==> src/rtl/pcpi_bridge_pkg.sv <==
// Types and constants shared by the PCPI nibble bridge
// transmit and receive paths.
package pcpi_bridge_pkg;

  localparam int NIBBLE_W    = 4;
  localparam int NIBBLES_DEF = 8;

  typedef enum logic [1:0] {
    IDLE,
    PRESENT,
    RELEASE
  } nib_state_e;

endpackage

==> src/rtl/pcpi_result_nibble_tx_if.sv <==
// Nibble pin bundle between the bridge and the off-chip host.
// Four-phase valid/ack handshake.
interface pcpi_result_nibble_tx_if;
  import pcpi_bridge_pkg::*;

  logic [NIBBLE_W-1:0] nib_data;
  logic                nib_valid;
  logic                nib_first;
  logic                nib_ack;

  modport master (
    output nib_data,
    output nib_valid,
    output nib_first,
    input  nib_ack
  );

  modport slave (
    input  nib_data,
    input  nib_valid,
    input  nib_first,
    output nib_ack
  );

endinterface

==> src/rtl/pcpi_result_nibble_tx_sync_ff.sv <==
// Multi-stage synchronizer for asynchronous pin inputs,
// flops clear to 0 on reset.
module sync_ff #(
  parameter int DEPTH = 2,
  parameter int WIDTH = 1
) (
  input  logic             clk,
  input  logic             rst,
  input  logic [WIDTH-1:0] d,
  output logic [WIDTH-1:0] q
);

  logic [DEPTH-1:0][WIDTH-1:0] chain_q;
  logic [DEPTH-1:0][WIDTH-1:0] chain_d;

  always_comb begin
    chain_d    = chain_q;
    chain_d[0] = d;
    for (int i = 1; i < DEPTH; i++) begin
      chain_d[i] = chain_q[i-1];
    end
  end

  always_ff @(posedge clk) begin
    if (rst) chain_q <= '0;
    else     chain_q <= chain_d;
  end

  assign q = chain_q[DEPTH-1];

endmodule

==> src/rtl/pcpi_result_nibble_tx.sv <==
// PCPI result return path: captures pcpi_rd and streams it
// to the host as nibbles, LSB first, over a 4-phase handshake.
module pcpi_result_nibble_tx
  import pcpi_bridge_pkg::*;
#(
  parameter int NIBBLES     = NIBBLES_DEF,
  parameter int SYNC_STAGES = 2
) (
  input  logic                    clk,
  input  logic                    rst,
  input  logic                    pcpi_ready,
  input  logic                    pcpi_wr,
  input  logic [NIBBLE_W*NIBBLES-1:0] pcpi_rd,
  input  logic                    ovr_clr,
  pcpi_result_nibble_tx_if.master nib,
  output logic                    busy,
  output logic                    done,
  output logic                    overrun
);

  localparam int DW = NIBBLE_W * NIBBLES;
  localparam int IW = $clog2(NIBBLES + 1);

  nib_state_e    state_q, state_d;
  logic [DW-1:0] buf_q, buf_d;
  logic [IW-1:0] idx_q, idx_d;
  logic          done_q, done_d;
  logic          ovr_q, ovr_d;
  logic          ack_s;
  logic          cap;

  sync_ff #(
    .DEPTH (SYNC_STAGES),
    .WIDTH (1)
  ) u_ack_sync (
    .clk (clk),
    .rst (rst),
    .d   (nib.nib_ack),
    .q   (ack_s)
  );

  assign cap = pcpi_ready & pcpi_wr;

  always_comb begin
    state_d = state_q;
    buf_d   = buf_q;
    idx_d   = idx_q;
    done_d  = 1'b0;
    ovr_d   = ovr_q;
    unique case (state_q)
      IDLE: begin
        if (cap) begin
          buf_d   = pcpi_rd;
          idx_d   = '0;
          state_d = PRESENT;
        end
      end
      PRESENT: begin
        if (ack_s) begin
          buf_d   = buf_q >> NIBBLE_W;
          idx_d   = idx_q + IW'(1);
          state_d = RELEASE;
        end
      end
      RELEASE: begin
        if (!ack_s) begin
          if (idx_q == IW'(NIBBLES)) begin
            state_d = IDLE;
            done_d  = 1'b1;
          end else begin
            state_d = PRESENT;
          end
        end
      end
      default: state_d = IDLE;
    endcase
    // a drop must stay visible even if cleared that cycle
    if (cap && state_q != IDLE) ovr_d = 1'b1;
    else if (ovr_clr)           ovr_d = 1'b0;
  end

  always_ff @(posedge clk) begin
    if (rst) begin
      state_q <= IDLE;
      buf_q   <= '0;
      idx_q   <= '0;
      done_q  <= 1'b0;
      ovr_q   <= 1'b0;
    end else begin
      state_q <= state_d;
      buf_q   <= buf_d;
      idx_q   <= idx_d;
      done_q  <= done_d;
      ovr_q   <= ovr_d;
    end
  end

  assign nib.nib_data  = buf_q[NIBBLE_W-1:0];
  assign nib.nib_valid = (state_q == PRESENT);
  assign nib.nib_first = (state_q == PRESENT) && (idx_q == '0);
  assign busy          = (state_q != IDLE);
  assign done          = done_q;
  assign overrun       = ovr_q;

endmodule
==> src/flat_wrapper.sv <==
// flat-port wrapper written by rule: the top's interface ports become plain ports
module pcpi_result_nibble_tx_flat import pcpi_bridge_pkg::*;
#(
  parameter int NIBBLES     = NIBBLES_DEF,
  parameter int SYNC_STAGES = 2
)
  (clk, rst, pcpi_ready, pcpi_wr, pcpi_rd, ovr_clr, busy, done, overrun, nib_nib_data, nib_nib_valid, nib_nib_first, nib_nib_ack);
  pcpi_result_nibble_tx_if nib_i ();
  input  logic clk;
  input  logic rst;
  input  logic pcpi_ready;
  input  logic pcpi_wr;
  input  logic [NIBBLE_W*NIBBLES-1:0] pcpi_rd;
  input  logic ovr_clr;
  output logic busy;
  output logic done;
  output logic overrun;
  output wire logic [$bits(nib_i.nib_data)-1:0] nib_nib_data;
  output wire logic [$bits(nib_i.nib_valid)-1:0] nib_nib_valid;
  output wire logic [$bits(nib_i.nib_first)-1:0] nib_nib_first;
  input wire logic [$bits(nib_i.nib_ack)-1:0] nib_nib_ack;
  assign nib_nib_data = nib_i.nib_data;
  assign nib_nib_valid = nib_i.nib_valid;
  assign nib_nib_first = nib_i.nib_first;
  assign nib_i.nib_ack = nib_nib_ack;
  pcpi_result_nibble_tx #(.NIBBLES(NIBBLES), .SYNC_STAGES(SYNC_STAGES)) u_core (.clk(clk), .rst(rst), .pcpi_ready(pcpi_ready), .pcpi_wr(pcpi_wr), .pcpi_rd(pcpi_rd), .ovr_clr(ovr_clr), .nib(nib_i), .busy(busy), .done(done), .overrun(overrun));
endmodule
==> config.mk <==
export PLATFORM = sky130hd
export DESIGN_NAME = pcpi_result_nibble_tx_flat
export DESIGN_NICKNAME = d
export VERILOG_FILES = /design/src/rtl/pcpi_bridge_pkg.sv /design/src/rtl/pcpi_result_nibble_tx_if.sv /design/src/rtl/pcpi_result_nibble_tx_sync_ff.sv /design/src/rtl/pcpi_result_nibble_tx.sv /design/src/flat_wrapper.sv
export SDC_FILE = /design/constraint.sdc
export NUM_CORES = 1
export LEC_CHECK = 0
export CAP_MARGIN = 0
export CORE_ASPECT_RATIO = 0.7
export CORE_MARGIN = 1
export CORE_UTILIZATION = 34
export DETAILED_ROUTE_END_ITERATION = 16
export SETUP_SLACK_MARGIN = 0.5
export SLEW_MARGIN = 20
export SYNTH_ARGS = -nofsm -noshare
export SYNTH_HDL_FRONTEND = slang
export SYNTH_HIERARCHICAL = 1
export SYNTH_SLANG_ARGS = --single-unit
==> constraint.sdc <==
create_clock -name clk -period 1.78 [get_ports clk]
set_input_delay 0.178 -clock clk [delete_from_list [all_inputs] [get_ports clk]]
set_output_delay 0.178 -clock clk [all_outputs]
set_load 0.01 [all_outputs]
Yosys cells after proc, flatten, opt, wreduce, memory -nomap -nowiden
Index checks and enable logic that the tools add are counted.
{"block": "totals", "register_bits": 42, "in_bits": 38, "out_inout_bits": 9, "elab_cells": 40}
{"block": "classes", "addsub": 1, "eq_ne": 6, "mux": 14, "bitwise_logic": 2, "reduce_logical": 10}
{"op": "two-way mux 32 bit", "count": 2}
{"op": "one-hot mux 32 bit (2 select lines)", "count": 1}
{"op": "two-way mux 4 bit", "count": 2}
{"op": "one-hot mux 4 bit (2 select lines)", "count": 1}
{"op": "two-way mux 2 bit", "count": 3}
{"op": "one-hot mux 2 bit (3 select lines)", "count": 1}
{"op": "AND reduction 3 bit", "count": 2}
{"op": "nonzero test 2 bit", "count": 3}
{"op": "adder 4 x 1 -> 4 bit (second input constant)", "count": 1}
{"op": "equality test 4 bit (second input constant)", "count": 1}
{"op": "zero test 4 bit", "count": 1}
{"op": "two-way mux 1 bit", "count": 4}
{"op": "!= test 2 x 1 -> 1 bit (second input constant)", "count": 2}
{"op": "OR reduction 3 bit", "count": 1}
{"op": "equality test 2 x 1 -> 1 bit (second input constant)", "count": 1}
{"op": "equality test 2 bit (second input constant)", "count": 1}
{"op": "logical AND 1 bit", "count": 2}
{"op": "zero test 2 bit", "count": 1}
{"op": "!= test 2 bit (second input constant)", "count": 1}
{"op": "bitwise AND 1 bit", "count": 1}
{"op": "NOT 1 bit", "count": 1}

Logic depth before layout (Yosys ltp)
Gate-level depths: netlist of the first run.
{"block": "logic_depth", "ltp_word": 4, "ltp_mapped": 6}

Modules after synthesis
Netlist of the first run, hierarchy kept.
{"module": "pcpi_result_nibble_tx", "instances": 1, "cells_each": 199, "area_per_inst_um2": 2218.4, "seq_area_each_um2": 800.8}
{"module": "sync_ff", "instances": 1, "cells_each": 4, "area_per_inst_um2": 52.6, "seq_area_each_um2": 40.0}

Worst setup path after synthesis of the first run
Ideal clock, no wire load.
{"block": "synth_path", "path_kind": "flip-flop to flip-flop", "from": "register u_core.state_q[0]", "to": "register u_core.buf_q[20]", "arrival_time_ns": 1.207, "required_time_ns": 1.699, "path_slack_ns": 0.492, "stages_incl_launch_ff": 7, "path_buffers": 3, "cell_sequence": "dfxtp_1 > buf_6 > nor4bb_1 > buf_4 > buf_12 > nor3_2 > a211oi_2"}
{"block": "synth_via", "elab_chain_len": 3}
{"element": "start, declared", "line_no": "pcpi_result_nibble_tx.sv:24", "source": "nib_state_e state_q, state_d;"}
{"element": "start signal, assigned", "line_no": "pcpi_result_nibble_tx.sv:90", "source": "state_q <= state_d;"}
{"element": "equality test 2 x 1 -> 1 bit or zero test 2 bit (tied branches)", "line_no": "pcpi_result_nibble_tx.sv:50", "source": "unique case (state_q)"}
{"element": "!= test 2 x 1 -> 1 bit (no source line) or nonzero test 2 bit (tied branches)"}
{"element": "AND reduction 3 bit (no source line)"}
{"element": "end signal, assigned", "line_no": "pcpi_result_nibble_tx.sv:91", "source": "buf_q <= buf_d;"}
{"element": "end, declared", "line_no": "pcpi_result_nibble_tx.sv:25", "source": "logic [DW-1:0] buf_q, buf_d;"}
Parallel ways exist; a longest one is shown, timed or not.
A chain may end at the register's enable or synchronous reset.

Worst setup path after layout of the first run
{"block": "layout_path", "from": "register u_core.state_q[1]", "to": "register u_core.buf_q[19]"}
The elaborated chain is that of the path after synthesis.

==> run_results.csv, run 1 <==
group,metric,value,unit
cells_and_area,final_cells,357,
power_and_ir_drop,clkPwrFrac,0.298,
min_path,whs_path_depth,2,
critical_path,critical_path_class,"flop to flop",
cells_and_area,n_antenna_cell,0,
synthesis,synth_edf_count,0,
cells_and_area,multi_input_area,1510,µm²
synthesis,async_reset_ff_frac,0,
cts,ctsLongestPathBuffers,2,
cts,htree_num_levels,2,
placed_design,place_inst,329,
power_and_ir_drop,pwr-share-comb,0.263,
synthesis,synth_seq_cells,42,
placed_design,io_buffers,46,
floorplan,chipWidth,99.7,µm
power_and_ir_drop,p_sw_frac,0.274,
power_and_ir_drop,p_int,1.76,mW
routing,avgViaCountPerCell,5.08,
synthesis,syn_area_per_cell,11.2,µm²
timing,rsz0062_at_grt,"yes",
routing,drt_iter0_drc,71,
power_and_ir_drop,p_per_area,685,nW/µm²
timing,worst-slew-pin-transition,536,ps
floorplan,die_h,70.4,µm
min_path,whs_endpoint,"u_core/overrun$_SDFFE_PP0P_",
critical_path,worstPathMaxFanout,15,
synthesis,synth_ff_type,"dfxtp_1",
routing,num_vias,1812,
outcome,outcome,"finished, final reports clean",
global_routing,antenna_found_initial,0,
timing,fmax,678,MHz
cells_and_area,final_net_count,305,
timing,finalSetupViolCount,0,
min_path,holdCritPathClass,"primary input to flop",
critical_path,max_stage_delay,340,ps
cts,clockRootBuffer,"clkbuf_8",
floorplan,design.core.area,6340,µm²
synthesis,yosysUniqueCellTypes,34,
critical_path,crit_chain,"buf_6 -> buf_6 -> nand4bb_4 -> nand2_4 -> bufbuf_16 -> a211oi_2",
power_and_ir_drop,vdd_drop_max,0.000333,V
synthesis,synth_area,2270,µm²
routing,routed_wl,5920,µm
cells_and_area,layout_common_cells,"dfxtp_1, clkdlybuf4s50_1, mux2i_1",
timing,min_period,1480,ps
floorplan,die_area,7010,µm²
cts,clk_latency,300,ps
global_routing,grt_use_total,0.172,
timing,finalSetupTns,0,ps
synthesis,synth.yosys.warnings,6,
min_path,min-delay-start,"rst",
cells_and_area,seq_area,848,µm²
timing,period_share,0.829,
global_routing,grt_pass1_vias,1771,
global_routing,grt_max_degree,25,
routing,drtPass1Iterations,4,
cells_and_area,filler_cell_count,539,
critical_path,cpMostUsedCell,"buf_6",
cts,cts_tree,"built",
floorplan,rows,24,
synthesis,synth_nets,243,
critical_path,endpoint_kind,"flop",
timing,hold_ws,334,ps
placed_design,place_congestion,0.693,
critical_path,cp.arrival,1660,ps
timing,finalClockSkew,8.63,ps
critical_path,r2r_slack,300,ps
critical_path,critical_path_required,1960,ps
cells_and_area,finalInstanceArea,3530,µm²
cts,numClockSinks,42,
cells_and_area,final_layout_size_suffix_gt1_frac,0.496,
critical_path,worst_path_max_delay_cell,"dfxtp_2",
critical_path,worstSetupStartpointType,"flop",
cells_and_area,layout_commonest_cell,"dfxtp_1",
timing,hold_viol,0,
placed_design,dpl.hpwl,3090,µm
critical_path,worst_r2r_endpoint,"u_core/buf_q[19]$_SDFFE_PP0P_",
synthesis,yosysSeqAreaShare,0.370,
floorplan,io-pin-count,47,
global_routing,grt_pass1_wl,9130,µm
critical_path,r2r-start,"u_core/state_q[1]$_SDFFE_PP0P_",
synthesis,syn_inst,203,
floorplan,initial_core_util,0.358,
critical_path,startpoint,"u_core/state_q[1]$_SDFFE_PP0P_",
power_and_ir_drop,p_sw,0.663,mW
cells_and_area,synthToLayoutAreaGrowth,55.5,%
power_and_ir_drop,seq_power_share,0.438,
routing,route.antenna.remaining_nets,0,
run,maxCapViolCount,0,
cts,path_clk_slew,80,ps
placed_design,place_area,2800,µm²
cts,cts_buffers,5,
critical_path,rr_worst_depth,6,
power_and_ir_drop,leakage,1.46,nW
routing,drcViolationCount,0,
routing,detail_route.wl_per_cell,16.6,µm
timing,slew_headroom,0.643,
global_routing,grt_overflow,0,
timing,slew_violations,0,
==> layer usage <==
| metal | routed length, µm | vias up | part of all wire | GRT usage |
|---|---|---|---|---|
| met5 | 0 | - | 0 | 0 |
| met4 | 79 | 0 | 0.013 | 0.0637 |
| met3 | 191 | 9 | 0.032 | 0.0360 |
| met2 | 2750 | 36 | 0.46 | 0.266 |
| met1 | 2900 | 891 | 0.49 | 0.234 |
| li1 | - | 876 | - | - |
==> Yosys cell counts (2+ instances only) <==
cell | number | area [µm²]
a311oi_2 | 2 | 30.0
buf_12 | 3 | 60.1
inv_1 | 4 | 15.0
a21oi_1 | 8 | 40.0
buf_2 | 5 | 25.0
nand2b_1 | 4 | 25.0
nor3_2 | 26 | 260
buf_4 | 9 | 67.6
dfxtp_1 | 42 | 841
nand2_1 | 9 | 33.8
ha_1 | 2 | 25.0
a211oi_1 | 2 | 15.0
buf_6 | 4 | 45.0
nor2b_1 | 3 | 18.8
a211oi_2 | 26 | 325
nand3_1 | 7 | 35.0
nor3_1 | 2 | 10.0
mux2i_1 | 28 | 280
clkbuf_1 | 2 | 7.51
==> logic make-up after synthesis <==
group           Yosys count  share of synthesized area
buf+inv                  29                      0.101
simple gates             60                      0.199
fa+ha+maj                 2                     0.0110
compound gates           42                      0.196
flops                    42                      0.370
mux                      28                      0.123
==> flip-flops by register name, summed over array words and instances (netlist names) <==
signal,flops
u_core/overrun,1
u_core/done,1
u_core/buf_q,32
u_core/state_q,2
u_core/u_ack_sync/q,1
u_core/u_ack_sync/chain_d,1
u_core/idx_q,4
==> power by group through the flow <==
stage | clock network (mW) | registers [mW] | logic, mW
3_3_place_gp | 0 | 1.07 | 0.483
4_1_cts | 0.746 | 1.05 | 0.567
3_5_place_dp | 0 | 1.07 | 0.484
5_1_grt | 0.793 | 1.07 | 0.673
2_1_floorplan | 0 | 1.05 | 0.343
6_report | 0.722 | 1.06 | 0.637
==> worst max path at each step <==
stage / end / slack [ps]
2_1_floorplan: nib_nib_first / 500
6_report: u_core/buf_q[19]$_SDFFE_PP0P_ / 300
3_5_place_dp: u_core/buf_q[0]$_SDFFE_PP0P_ / 70
4_1_cts: nib_nib_first / 340
5_1_grt: nib_nib_first / 200
3_3_place_gp: nib_nib_first / 110
==> worst max-delay path, delay by kind of cell (launching register included) <==
kind	cells	cell delay [ps]
AOI/OAI and AO/OA	1	70
buffers and inverters	3	560
DFF	1	340
and+or+nand+nor	2	370
==> metrics by stage <==
stage                     total power, mW   util  worst slack, ps
after detailed placement             1.55  0.442             69.5
final                                2.42  0.557              304
after global placement               1.55  0.442              108
after CTS                            2.37  0.513              337
after floorplan                      1.40      -              502
after global routing                 2.54  0.557              204
==> repair_timing <==
item                                    in CTS  in global routing
cloned                                       4                  3
setup buffers                               10                  3
resized for setup                           56                 39
hold buffers                                 0                  0
pin swaps                                   32                 36
endpoints found under the setup margin      45                 40
==> cell type report <==
type	instances	area share
inverter	4	0.00425
timing repair buffer	80	0.265
sequential	42	0.240
tap	91	0.0322
clock buffer	8	0.0312
multi-input combinational	132	0.427
No activity file was read; power rests on OpenSTA's default activity.
==> run 2: changes to the inputs <==
- clock period: 1.78 -> 1.3 ns (I/O delays scaled with it)
==> run 2 against run 1 <==
Final cell count rose by 4.8%. Sequential share of layout area fell by 0.82 points. Flip-flop and latch count did not move. Wire length fell by 5.6%. Critical path depth fell by 1. The run now ends with setup timing left. Combinational power rose by 43%. Total power rose by 52%. Global-route usage fell by 0.31 points. Clock-buffer cell count fell by 2. Setup slack got worse by 420 ps. Via count rose by 0.44%.
==> run_results.csv, run 2 (synthesis gave the netlist of run 1 again) <==
group,metric,value,unit
cells_and_area,multi_input_area,1470,µm²
cts,cts_buffers,5,
routing,detail_route.wl_per_cell,14.9,µm
min_path,holdCritPathClass,"primary input to flop",
placed_design,dpl.hpwl,3630,µm
floorplan,die_h,70.4,µm
critical_path,critical_path_required,1170,ps
critical_path,rr_worst_depth,6,
timing,rsz0062_at_grt,"yes",
cts,ctsHoldBuffers,0,
cells_and_area,seq_area,855,µm²
min_path,whs_path_depth,2,
cells_and_area,largest_reg_flops,32,
timing,slew_violations,0,
global_routing,grt_overflow,0,
critical_path,critical_path_class,"flop to output port",
placed_design,place_congestion,0.738,
routing,routed_wl,5590,µm
cts,path_clk_slew,80,ps
critical_path,r2r-start,"u_core/state_q[1]$_SDFFE_PP0P_",
cells_and_area,synthToLayoutAreaGrowth,62.1,%
global_routing,antenna_found_initial,0,
cells_and_area,final_cells,374,
routing,num_vias,1820,
cells_and_area,filler_cell_count,542,
cts,clk_latency,300,ps
timing,finalClockSkew,7.06,ps
global_routing,grt_pass1_wl,9030,µm
outcome,violations,"setup timing",
critical_path,crit_chain,"inv_2 -> ha_4 -> nor2b_4 -> nor3b_4 -> buf_2",
outcome,outcome,"finished with violations",
timing,finalSetupViolCount,37,
critical_path,endpoint_kind,"output port",
cts,cts_tree,"built",
floorplan,initial_core_util,0.358,
timing,fmax,709,MHz
global_routing,grt_use_total,0.169,
critical_path,worst_r2r_endpoint,"u_core/buf_q[14]$_SDFFE_PP0P_",
timing,min_period,1410,ps
floorplan,die_area,7010,µm²
cts,htree_num_levels,2,
routing,drtPass1Iterations,4,
power_and_ir_drop,p_per_area,995,nW/µm²
cells_and_area,final_net_count,322,
floorplan,design.core.area,6340,µm²
timing,worst-slew-pin-transition,472,ps
global_routing,grt_pass1_vias,1812,
floorplan,io-pin-count,47,
timing,period_share,1.09,
power_and_ir_drop,leakage,1.50,nW
critical_path,cp-endpoint,"nib_nib_first",
critical_path,cp.arrival,1280,ps
placed_design,pre_cts_ws,-318,ps
placed_design,io_buffers,46,
cells_and_area,largestRegisters,"u_core/buf_q: 32 flops, u_core/idx_q: 4 flops, u_core/state_q: 2 flops",
routing,drcViolationCount,0,
critical_path,max_stage_delay,330,ps
cells_and_area,regMostFlops,"u_core/buf_q",
cts,numClockSinks,42,
timing,slew_headroom,0.686,
cells_and_area,final_layout_size_suffix_gt1_frac,0.555,
cells_and_area,layout_commonest_cell,"clkdlybuf4s50_1",
critical_path,worstSetupStartpointType,"flop",
floorplan,rows,24,
power_and_ir_drop,vdd_drop_max,0.000652,V
cts,ctsLongestPathBuffers,2,
global_routing,grt_max_degree,22,
timing,finalWorstSetupSlack,-111,ps
routing,route.antenna.remaining_nets,0,
critical_path,startpoint,"u_core/idx_q[1]$_SDFFE_PP0P_",
placed_design,place_inst,349,
cells_and_area,n_antenna_cell,0,
timing,hold_viol,0,
routing,avgViaCountPerCell,4.87,
cts,clockRootBuffer,"clkbuf_8",
critical_path,worst_path_max_delay_cell,"dfxtp_2",
routing,drt_iter0_drc,47,
critical_path,worstPathMaxFanout,2,
run,maxCapViolCount,0,
floorplan,chipWidth,99.7,µm
critical_path,r2r_slack,-100,ps
cells_and_area,layout_common_cells,"clkdlybuf4s50_1, dfxtp_1, mux2i_1",
==> run 2: final cells by class <==
| cell class | instances | area share |
|---|---|---|
| multi-input combinational | 132 | 0.400 |
| timing repair buffer | 97 | 0.294 |
| sequential | 42 | 0.232 |
| tap | 91 | 0.0309 |
| clock buffer | 6 | 0.0224 |
| clock inverter | 2 | 0.0163 |
| inverter | 4 | 0.00476 |
==> run 2: worst min path at each step <==
stage / start / to / slack [ps]
after global routing: rst / u_core/idx_q[0]$_SDFFE_PP0P_ / 280
after global placement: u_core/buf_q[28]$_SDFFE_PP0P_ / u_core/buf_q[28]$_SDFFE_PP0P_ / 450
after detailed placement: u_core/u_ack_sync/chain_d[1]$_SDFF_PP0_ / u_core/u_ack_sync/q$_SDFF_PP0_ / 420
after CTS: rst / u_core/overrun$_SDFFE_PP0P_ / 250
final: rst / u_core/u_ack_sync/q$_SDFF_PP0_ / 270
after floorplan: rst / u_core/u_ack_sync/chain_d[1]$_SDFF_PP0_ / 200
==> run 2: critical path, delay by kind of cell, from the launching register on <==
kind / cells / cell delay (ps)
adders and majority gates: 1 / 120
buffers and inverters: 2 / 220
DFF: 1 / 330
and+or+nand+nor: 2 / 320
==> run 2: timing repair <==
action / CTS / global route
buffers inserted: 10 / 4
pin swaps: 12 / 4
gates cloned: 1 / 2
resized for setup: 70 / 10
endpoints found under the setup margin: 49 / 49
==> run 2: metal layers <==
metal  vias to the layer above  part of all wire  track usage
met5                         -                 0            0
met3                         7             0.046       0.0440
li1                        904                 -            -
met1                       863              0.52        0.245
met4                         0            0.0079       0.0392
met2                        46              0.43        0.247
==> run 2: per-stage QoR <==
step | cell area (µm²) | hold slack [ps] | TNS, ps | utilization | power [mW]
2_1_floorplan | 2510 | 202 | 0 | - | 2.01
3_3_place_gp | 3220 | 451 | -9310 | 0.508 | 2.28
3_5_place_dp | 3220 | 422 | -9920 | 0.508 | 2.29
4_1_cts | 3570 | 247 | -2990 | 0.564 | 3.68
5_1_grt | 3680 | 277 | -4590 | 0.581 | 3.84
6_report | 3680 | 266 | -2370 | 0.581 | 3.67
==> run 2: power breakdown <==
group | internal [mW] | switching (mW)
combinational | 0.543 | 0.370
clock | 0.820 | 0.486
sequential | 1.37 | 0.0729
==> run 3: changes to the inputs <==
- CORE_UTILIZATION: 34 -> 35
- GPL_ROUTABILITY_DRIVEN: not set -> 0
==> run 3 against run 2 <==
The run ends with DRC, setup timing left. Core utilization is 1.4 points lower. Clock skew is 0.51 ps lower. Highest routed layer unchanged. Critical endpoint is now u_core/buf_q[6]$_SDFFE_PP0P_. Die area is 2.8% lower.
==> run_results.csv, run 3 (synthesis gave the netlist of run 1 again) <==
group,metric,value,unit
power_and_ir_drop,leakage,1.45,nW
placed_design,place_inst,333,
cells_and_area,layout_common_cells,"clkdlybuf4s50_1, dfxtp_1, mux2i_1",
critical_path,endpoint_kind,"flop",
cells_and_area,final_cells,353,
cts,ctsLongestPathBuffers,2,
cells_and_area,final_net_count,314,
cells_and_area,final_layout_size_suffix_gt1_frac,0.545,
cells_and_area,filler_cell_count,562,
cts,cts_tree,"built",
placed_design,place_area,3150,µm²
timing,hold_viol,0,
critical_path,cp.arrival,1650,ps
global_routing,met1_usage,0.240,
global_routing,grt.busiest_layer,"met2",
timing,period_share,1.11,
global_routing,grt_overflow,0,
routing,drtPass1Iterations,10,
floorplan,die_h,69.4,µm
timing,finalClockSkew,6.55,ps
placed_design,io_buffers,46,
cts,clk_latency,290,ps
placed_design,dpl.hpwl,3610,µm
global_routing,grt_pass1_wl,9100,µm
cts,htree_num_levels,2,
timing,finalSetupTns,-3590,ps
critical_path,critical_path_class,"flop to flop",
critical_path,rr_worst_depth,6,
cells_and_area,synthToLayoutAreaGrowth,56.0,%
timing,finalWorstSetupSlack,-142,ps
cells_and_area,final_util,0.567,
min_path,holdCritPathClass,"primary input to flop",
floorplan,initial_core_util,0.364,
placed_design,pre_cts_ws,-343,ps
power_and_ir_drop,p_per_area,948,nW/µm²
outcome,outcome,"finished with violations",
cts,clockRootBuffer,"clkbuf_8",
cells_and_area,finalInstanceArea,3540,µm²
cts,numClockSinks,42,
cells_and_area,multi_input_area,1490,µm²
critical_path,worstSetupStartpointType,"flop",
routing,route.antenna.remaining_nets,0,
routing,drt_iter0_drc,63,
critical_path,critical_path_required,1510,ps
floorplan,rows,24,
critical_path,worstPathMaxFanout,6,
min_path,whs_path_depth,3,
cells_and_area,layout_commonest_cell,"clkdlybuf4s50_1",
global_routing,grt_pass1_vias,1787,
timing,slew_violations,0,
timing,fmax,694,MHz
timing,worst-slew-pin-transition,338,ps
power_and_ir_drop,vdd_drop_max,0.000525,V
outcome,violations,"DRC, setup timing",
cts,cts_buffers,5,
global_routing,grt_max_degree,43,
cts,path_clk_slew,80,ps
routing,routed_wl,5500,µm
routing,detail_route.wl_per_cell,15.6,µm
floorplan,io-pin-count,47,
global_routing,met2_usage,0.275,
routing,drcViolationCount,3,
timing,min_period,1440,ps
cells_and_area,seq_area,855,µm²
timing,slew_headroom,0.774,
cells_and_area,regMostFlops,"u_core/buf_q",
floorplan,die_area,6820,µm²
run,maxCapViolCount,0,
global_routing,grt_use_total,0.174,
routing,num_vias,1783,
global_routing,antenna_found_initial,0,
cells_and_area,largest_reg_flops,32,
timing,finalSetupViolCount,37,
floorplan,design.core.area,6250,µm²
floorplan,chipWidth,98.3,µm
cells_and_area,n_antenna_cell,0,
routing,avgViaCountPerCell,5.05,
global_routing,grt.met3_usage,0.0393,
cells_and_area,largestRegisters,"u_core/buf_q: 32 flops, u_core/idx_q: 4 flops, u_core/state_q: 2 flops",
timing,rsz0062_at_grt,"yes",
-- run 3: cell types whose count changed in the layout (fill, tap and decap cells not counted), sizes merged --
cell           before  now
clkbuf              7    8
clkdlybuf4s15       0    1
bufbuf              1    0
bufinv              2    1
buf                59   51
-- run 3: metal layers --
metal  wire, µm  share of wire  vias up
met1       2650           0.48      855
met3        224          0.041        4
met4         40         0.0073        0
li1           -              -      890
met2       2580           0.47       34
met5          0              0        -
-- run 3: worst max-delay path: stages (launching register included) --
cell	delay, ps
dfxtp_2	340
buf_6	120
nor4bb_4	370
buf_6	200
buf_12	140
nor3_4	40
a211oi_2	140
-- run 3: worst paths after layout --
check / from / to / slack [ps]
min reg2reg: u_core/u_ack_sync/chain_d[1]$_SDFF_PP0_ / u_core/u_ack_sync/q$_SDFF_PP0_ / 460
min: rst / u_core/overrun$_SDFFE_PP0P_ / 280
max reg2reg: u_core/state_q[1]$_SDFFE_PP0P_ / u_core/buf_q[6]$_SDFFE_PP0P_ / -140
max: u_core/state_q[1]$_SDFFE_PP0P_ / u_core/buf_q[6]$_SDFFE_PP0P_ / -140
-- run 3: what timing repair did --
item                       in CTS  in global routing
gates resized for setup        69                 13
gates cloned                    1                  1
pin swaps                      12                 10
hold buffers                    0                  0
buffers inserted                9                  1
setup endpoints to repair      49                 49
-- run 3: area by class of cell --
| class | instances | share of cell area |
|---|---|---|
| tap | 78 | 0.0275 |
| multi-input combinational | 132 | 0.420 |
| timing repair buffer | 89 | 0.276 |
| sequential | 42 | 0.241 |
| clock buffer | 7 | 0.0215 |
| inverter | 4 | 0.00494 |
| clock inverter | 1 | 0.00847 |
-- run 3: stage by stage --
| stage | hold WS [ps] | total power [mW] |
|---|---|---|
| finish | 284 | 3.36 |
| global route | 298 | 3.53 |
| CTS | 286 | 3.38 |
| detailed placement | 447 | 2.27 |
| global placement | 426 | 2.26 |
| floorplan | 202 | 2.01 |
-- run 3: where the power goes --
part / leakage [nW] / internal (mW) / switching, mW
logic: 1.05 / 0.518 / 0.369
registers: 0.349 / 1.37 / 0.0768
clock network: 0.0524 / 0.575 / 0.447
